## src/rtl/n0_inv.sv

```systemverilog
// Computes nprime0 = -n0^-1 mod 2^64 for Montgomery reduction, one bit per cycle.
// An even n0 has no inverse; it finishes at once with err set and nprime0 zero.
module n0_inv (
   input  logic        clk,
   input  logic        reset_n,
   input  logic        go,
   input  logic [63:0] n0,
   output logic [63:0] nprime0,
   output logic        valid,
   output logic        busy,
   output logic        err
);

   typedef enum logic [1:0] {
      IDLE = 2'd0,
      RUN  = 2'd1,
      DONE = 2'd2
   } state_t;

   state_t      state, state_nxt;
   logic [63:0] n_q;
   logic [63:0] acc, acc_nxt;
   logic [63:0] x, x_nxt;
   logic [6:0]  i;

   // Bit i of acc is final once step i is done: adding n<<i (n odd) sets it and
   // leaves lower bits alone, so acc ends all ones and x is -n^-1.
   always_comb begin
      acc_nxt = acc;
      x_nxt   = x;
      if (!acc[i[5:0]]) begin
         acc_nxt        = acc + (n_q << i[5:0]);
         x_nxt[i[5:0]]  = 1'b1;
      end
   end

   always_comb begin
      state_nxt = state;
      case (state)
         IDLE:    if (go) state_nxt = n0[0] ? RUN : DONE;
         RUN:     if (i == 7'd63) state_nxt = DONE;
         DONE:    state_nxt = IDLE;
         default: state_nxt = IDLE;
      endcase
   end

   // NOTE: the datapath registers are small, so they are cleared on reset along
   // with the control state; all sequential state uses non-blocking assignments.
   always_ff @(posedge clk or negedge reset_n) begin
      if (!reset_n) begin
         state   <= IDLE;
         n_q     <= '0;
         acc     <= '0;
         x       <= '0;
         i       <= '0;
         nprime0 <= '0;
         err     <= 1'b0;
      end else begin
         state <= state_nxt;
         case (state)
            IDLE: begin
               if (go) begin
                  n_q <= n0;
                  acc <= '0;
                  x   <= '0;
                  i   <= '0;
                  if (!n0[0]) begin
                     nprime0 <= '0;
                     err     <= 1'b1;
                  end
               end
            end
            RUN: begin
               acc <= acc_nxt;
               x   <= x_nxt;
               i   <= i + 7'd1;
               if (i == 7'd63) begin
                  nprime0 <= x_nxt;
                  err     <= 1'b0;
               end
            end
            default: ;
         endcase
      end
   end

   assign valid = (state == DONE);
   assign busy  = (state != IDLE);

endmodule

```

## config.mk

```make
export PLATFORM = sky130hd
export DESIGN_NAME = n0_inv
export DESIGN_NICKNAME = d
export VERILOG_FILES = /design/src/rtl/n0_inv.sv
export SDC_FILE = /design/constraint.sdc
export NUM_CORES = 1
export LEC_CHECK = 0
export CORE_MARGIN = 2
export CORE_UTILIZATION = 55
export DETAILED_ROUTE_END_ITERATION = 12
export PLACE_DENSITY = 0.75
export SLEW_MARGIN = 20
export SYNTH_ARGS = -nofsm -noshare
export SYNTH_HDL_FRONTEND = slang
export SYNTH_SLANG_ARGS = --single-unit
export TNS_END_PERCENT = 10
```

## constraint.sdc

```tcl
create_clock -name clk -period 5.7 [get_ports clk]
set_input_delay 0.855 -clock clk [delete_from_list [all_inputs] [get_ports clk]]
set_output_delay 0.855 -clock clk [all_outputs]
set_load 0.1 [all_outputs]
```

==> qor.yml <==
clocking:
  post_cts_buffers: 0
  post_cts_hold_buffer_count: 0
  cts.root.buffer_cell: "sky130_fd_sc_hd__clkbuf_16"
  cts_num_sinks: 266
  numCtsBuffers: 29
  cts_tree: "built"
  clock_pin_slew_on_the_worst_setup_and_hold_paths_ps: 70
  clkLatencyLatePin_ps: 580
  cts.path.max_buffers: 3
  cts_resized: 0
  cts.htree.levels: 1
synth:
  synth_commonest_cells: "sky130_fd_sc_hd__nand2_1, sky130_fd_sc_hd__dfrtp_1, sky130_fd_sc_hd__nor2_1, sky130_fd_sc_hd__o21ai_0, sky130_fd_sc_hd__a21oi_1"
  synth_edf_count: 0
  ys_warn_count: 0
  cell_with_the_most_instances_after_synthesis: "sky130_fd_sc_hd__nand2_1"
  synthesis.area_per_instance_um2: 8.33
  syn_area_um2: 18500
  netlist-cell-type-count: 71
  cell_accounting_for_the_most_synthesized_area: "sky130_fd_sc_hd__dfrtp_1"
  synth_seq_area_share: 0.361
  synth_nets: 2347
  synth_top_cell_area_share: 0.361
  ys_seq_elements: 266
  synth-async-reset-ratio: 1.00
  synth_top_cells_by_area: "sky130_fd_sc_hd__dfrtp_1, sky130_fd_sc_hd__nand2_1, sky130_fd_sc_hd__mux4_2"
  synth_top_flop_cell: "sky130_fd_sc_hd__dfrtp_1"
  synthCells: 2215
sta:
  maxSlewHeadroom: 0.292
  setup_viol: 0
  timing_hold_violations_final: 0
  tns_ps: 0
  finalWorstPathRequiredPeriod_ps: 5380
  finalCritPeriodShare: 0.943
  grt_setup_unrepaired: "no"
  achievable-frequency_mhz: 186
  timing.final.max_slew_violations: 0
  tightest_slew_ps: 1060
  fin_worst_skew_ps: 11.6
worst_setup_path:
  worst_setup_path_endpoint: "acc[57]"
  cpLargestDelayFamily: "simple AND/OR/NAND/NOR gates"
  rr_startpoint: "i[0]"
  r2r_setup_slack_ps: 320
  critical_path.startpoint_type: "register"
  worstSetupEndpointType: "register"
  timing.critical_path.slowest_stage_cell: "sky130_fd_sc_hd__dfrtp_4"
  regToRegEndpoint: "acc[57]"
  rr_worst_depth: 18
  crit_path_largest_cell_delay_ps: 550
  timing_worst_setup_path_type: "reg2reg"
  cp.buffers_inverters: 1
  crit_path_start: "i[0]"
  crit_path_cell_trace: "buf_6 -> mux4_2 -> nand2_1 -> nand2_1 -> o21ai_0 -> nor2_1 -> nor2_1 -> nor2_1 -> ha_1 -> nand2_1 -> or3_1 -> nor4_1 -> o21ai_0 -> a211oi_2 -> o21ai_1 -> and2_1 -> or4_1 -> nand3_1"
  worst-path-max-fanout: 14
  worst-path-stages: 18
  critPathArrivalTime_ps: 5890
  critical_path_required_ps: 6220
routing:
  routedWlPerCell_um: 22.0
  detail_route.first_pass.iterations: 6
  postRouteWirelength_um: 60500
  final_antenna_net_count: 0
  drc_errors: 0
  route.vias.total: 17300
  avgViaCountPerCell: 6.29
  dr.first_iter.drc_count: 1670
cells_and_area:
  syn2layout_area_growth_pct: 15.1
  n_antenna_cell: 0
  design.final.nets: 2410
  final_layout_size_suffix_gt1_frac: 0.101
grt:
  grt_first_pass_wirelength_um: 96200
  grt_pass1_vias: 16800
  antenna_found_initial: 1
  grt_max_degree: 108
  global_route.overflow_total: 0
  grt_util_all_layers: 0.347
die:
  floorplan.initialDensity: 0.554
  io_pins: 134
  dieHeight_um: 187
  fp.dieArea_um2: 35000
  floorplan.core_area_um2: 33300
  die_w_um: 187
  placementRows: 67
job:
  drv_cap: 0
place:
  gpl.final_weighted_congestion: 1.02
  post-dp-hpwl_um: 44100
  place.port_buffers: 133
status:
  run_status: "finished, final reports clean"
min_path:
  hold_path.class: "in2async"
==> flip-flops by register name, summed over array words and instances (netlist names) <==
signal	count
acc	64
n_q	64
nprime0	64
x	64
i	7
state	2
err	1
==> how the worst min path moves through the flow <==
stage                       start     endpoint  depth (start not counted)
final                     reset_n  nprime0[18]                          1
after global routing      reset_n  nprime0[22]                          1
after CTS                 reset_n        x[22]                          1
after detailed placement    x[49]        x[49]                          2
after global placement      x[61]        x[61]                          2
after floorplan             x[13]        x[13]                          2
==> kinds of logic (layout without fill, tap and decap cells) <==
logic type | after synthesis | after routing | share of synthesized area
simple gates | 917 | 917 | 0.209
compound gates | 598 | 598 | 0.213
flops | 266 | 266 | 0.361
buf+inv | 198 | 280 | 0.0454
mux | 115 | 115 | 0.101
fa+ha+maj | 65 | 65 | 0.0445
xor+xnor | 56 | 56 | 0.0266
==> worst reg2reg max path, cell delays in order (launching register included) <==
cell,delay (ps)
sky130_fd_sc_hd__dfrtp_4,550
sky130_fd_sc_hd__buf_6,240
sky130_fd_sc_hd__mux4_2,550
sky130_fd_sc_hd__nand2_1,90
sky130_fd_sc_hd__nand2_1,80
sky130_fd_sc_hd__o21ai_0,470
sky130_fd_sc_hd__nor2_1,90
sky130_fd_sc_hd__nor2_1,300
sky130_fd_sc_hd__nor2_1,120
sky130_fd_sc_hd__ha_1,420
sky130_fd_sc_hd__nand2_1,110
sky130_fd_sc_hd__or3_1,430
sky130_fd_sc_hd__nor4_1,280
sky130_fd_sc_hd__o21ai_0,290
sky130_fd_sc_hd__a211oi_2,310
sky130_fd_sc_hd__o21ai_1,170
sky130_fd_sc_hd__and2_1,230
sky130_fd_sc_hd__or4_1,480
sky130_fd_sc_hd__nand3_1,110
==> per-layer routing <==
layer  up-vias  track usage  wire length, um
li1       8007            -                -
met1      8434        0.480            26100
met2       719        0.569            28100
met3       110       0.0527             4480
met4         0        0.100             1830
met5         -            0                0
==> area by class of cell <==
type                       count  area [um^2]
clock inverter                16          213
multi-input combinational   1751        11000
fill                        2920        12000
timing repair buffer         203         1920
sequential                   266         6660
clock buffer                  34          774
inverter                      27          101
tap                          448          561
==> layout by cell type, fill, tap and decap left out, types with 5 or more instances in the layout <==
master	netlist	layout
sky130_fd_sc_hd__clkdlybuf4s50_1	0	132
sky130_fd_sc_hd__and2_1	8	7
sky130_fd_sc_hd__clkinv_2	0	5
sky130_fd_sc_hd__o22ai_1	20	20
sky130_fd_sc_hd__a31oi_1	20	20
sky130_fd_sc_hd__mux2_2	7	7
sky130_fd_sc_hd__a311oi_1	10	10
sky130_fd_sc_hd__clkbuf_16	0	29
sky130_fd_sc_hd__ha_1	64	63
sky130_fd_sc_hd__buf_4	5	64
sky130_fd_sc_hd__a22o_1	33	33
sky130_fd_sc_hd__a211oi_1	16	15
sky130_fd_sc_hd__inv_1	24	23
sky130_fd_sc_hd__nor2b_1	15	14
sky130_fd_sc_hd__nand2b_1	13	13
sky130_fd_sc_hd__o2bb2a_2	6	6
sky130_fd_sc_hd__nand4_1	19	19
sky130_fd_sc_hd__o31ai_1	19	19
sky130_fd_sc_hd__dfrtp_1	266	263
sky130_fd_sc_hd__or4_1	6	6
sky130_fd_sc_hd__a21o_1	41	41
sky130_fd_sc_hd__nand3_1	71	71
sky130_fd_sc_hd__xor2_1	27	27
sky130_fd_sc_hd__o21ai_1	16	16
sky130_fd_sc_hd__a21oi_1	124	124
sky130_fd_sc_hd__mux4_2	55	55
sky130_fd_sc_hd__or2_2	5	5
sky130_fd_sc_hd__nor2_1	258	257
sky130_fd_sc_hd__a221oi_1	36	36
sky130_fd_sc_hd__nand2_1	474	473
sky130_fd_sc_hd__xnor2_1	29	29
sky130_fd_sc_hd__o211ai_1	5	5
sky130_fd_sc_hd__o21bai_1	11	11
sky130_fd_sc_hd__o21ai_0	181	181
sky130_fd_sc_hd__mux2i_1	50	49
sky130_fd_sc_hd__nor3_1	20	20
sky130_fd_sc_hd__and3_1	13	13
sky130_fd_sc_hd__o2bb2a_1	14	14
sky130_fd_sc_hd__o22a_1	8	8
==> metrics by stage <==
stage	hold WS (ps)	std cells	cell area, um^2	util	setup WS, ps
2_1_floorplan	441	2215	18500	-	448
3_3_place_gp	453	2695	20200	0.607	283
3_5_place_dp	462	2695	20200	0.607	202
4_1_cts	344	2745	21200	0.637	156
5_1_grt	361	2745	21200	0.638	63.5
6_report	322	2745	21200	0.638	325
Power is left out: the tool's default activity adds up to more than one toggle a clock period on the data nets, which glitch-free logic cannot reach.
==> patch (config.mk and constraints unchanged) <==
Reset style: synchronous (`reset_n`), changed in one clocked block.
--- a/src/rtl/n0_inv.sv
+++ b/src/rtl/n0_inv.sv
@@ -48,3 +48,3 @@
    // with the control state; all sequential state uses non-blocking assignments.
-   always_ff @(posedge clk or negedge reset_n) begin
+   always_ff @(posedge clk) begin
       if (!reset_n) begin
Behaviour: differs if reset_n is asserted again (counterexample within 4 cycles, from zero or initial values and one cycle with reset_n low); with reset_n held inactive, the same outputs for 10 cycles.
==> patch against the unedited design <==
  * Routed wire length down 5.0%
  * Core utilization rose by 0.59 points
  * Sequential cell count did not move
  * Critical path type unchanged
  * Area after synthesis fell by 6.2%
  * Count of clock-buffer cells in the layout rose by 4
  * Design area is 6.5% lower
  * Worst setup slack got worse by 0.018 ns
Power is left out: it rests on default switching activity, and per cell area and clock period it moved more than threefold.
==> patch: results <==
# TYPE chip_impl_metric gauge
chip_impl_metric{name="grt_pass1_vias",unit=""} 16400
chip_impl_info{name="synth_area_leaders",value="sky130_fd_sc_hd__dfxtp_1 31%, sky130_fd_sc_hd__nand2_1 9.0%, sky130_fd_sc_hd__a21oi_1 7.9%, sky130_fd_sc_hd__nor2_1 6.2%, sky130_fd_sc_hd__o21ai_0 4.9%"} 1
chip_impl_metric{name="gpl.final_weighted_congestion",unit=""} 0.9734
chip_impl_metric{name="tritoncts.num_buffers",unit=""} 30
chip_impl_metric{name="synth_adder_area_share",unit="%"} 4.742
chip_impl_metric{name="fin_skew",unit="ns"} 0.01113
chip_impl_metric{name="grt_util_all_layers",unit="%"} 33.80
chip_impl_metric{name="yosys_cell_types",unit=""} 85
chip_impl_metric{name="gr-usage-met2",unit="%"} 57.36
chip_impl_metric{name="synth-seq-area-share",unit="%"} 30.76
chip_impl_metric{name="slowest_delay",unit="ns"} 0.63
chip_impl_metric{name="grt_util_met1",unit="%"} 44.99
chip_impl_metric{name="final_layout_size_suffix_gt1_share",unit="%"} 7.718
chip_impl_metric{name="synth.net_count",unit=""} 2481
chip_impl_info{name="outcome",value="finished, final reports clean"} 1
chip_impl_metric{name="viasPerCell",unit=""} 6.265
chip_impl_metric{name="layout_buffering_overhead_excluding_clock_cells",unit="%"} 8.604
chip_impl_metric{name="cp_data_arrival_time",unit="ns"} 5.86
chip_impl_metric{name="multi_input_comb_area",unit="um2"} 11120
chip_impl_metric{name="wl",unit="um"} 57470
chip_impl_info{name="hold_path_class",value="flip-flop to flip-flop"} 1
chip_impl_metric{name="synth_compound_area_share",unit="%"} 25.59
chip_impl_metric{name="post-dp-hpwl",unit="um"} 41630
chip_impl_metric{name="num-nonclk-inverters",unit=""} 36
chip_impl_metric{name="placed_cell_area",unit="um2"} 18770
chip_impl_metric{name="actual_slew_at_the_worst_max_slew_pin",unit="ns"} 1.034
chip_impl_metric{name="placement.setup.worst_slack",unit="ns"} 0.2839
chip_impl_metric{name="syn_area",unit="um2"} 17310
chip_impl_metric{name="worstPathMaxFanout",unit=""} 27
chip_impl_metric{name="grt_first_pass_wirelength",unit="um"} 90160
chip_impl_metric{name="buffers",unit=""} 175
chip_impl_metric{name="async_reset_ff_share",unit="%"} 0
chip_impl_info{name="path_delay_family",value="compound AO/OA/AOI/OAI gates"} 1
chip_impl_metric{name="met2WireLength",unit="um"} 27080
chip_impl_metric{name="clock_tree_area_fraction",unit="%"} 5.332
chip_impl_metric{name="share_of_synthesized_area_spent_on_multiplexers",unit="%"} 8.978
[patch: cells by family (layout without fill, tap and decap cells)]
| family | after synthesis | after routing |
|---|---|---|
| simple gates | 883 | 883 |
| compound gates | 725 | 725 |
| flops | 266 | 266 |
| buf+inv | 218 | 266 |
| mux | 131 | 131 |
| fa+ha+maj | 65 | 65 |
| xor+xnor | 61 | 61 |
[patch: what timing repair did]
action                     4_1_cts  5_1_grt
hold buffers                     0        0
setup endpoints to repair        0        6
setup buffers                    0        1
resized for setup                0        1
[patch: metrics by stage]
step | std cells | hold slack, ns
finish | 2793 | 0.4574
global route | 2793 | 0.4754
CTS | 2792 | 0.4601
detailed placement | 2737 | 0.4500
global placement | 2737 | 0.4425
floorplan | 2349 | 0.4338
[patch: final timing paths]
path,start,to,slack (ns),cells after the start
worst min-delay path,x[42],nprime0[42],0.46,2
worst max register to register,i[1],acc[63],0.31,21
worst min register to register,x[42],nprime0[42],0.46,2
worst max-delay path,i[1],acc[63],0.31,21
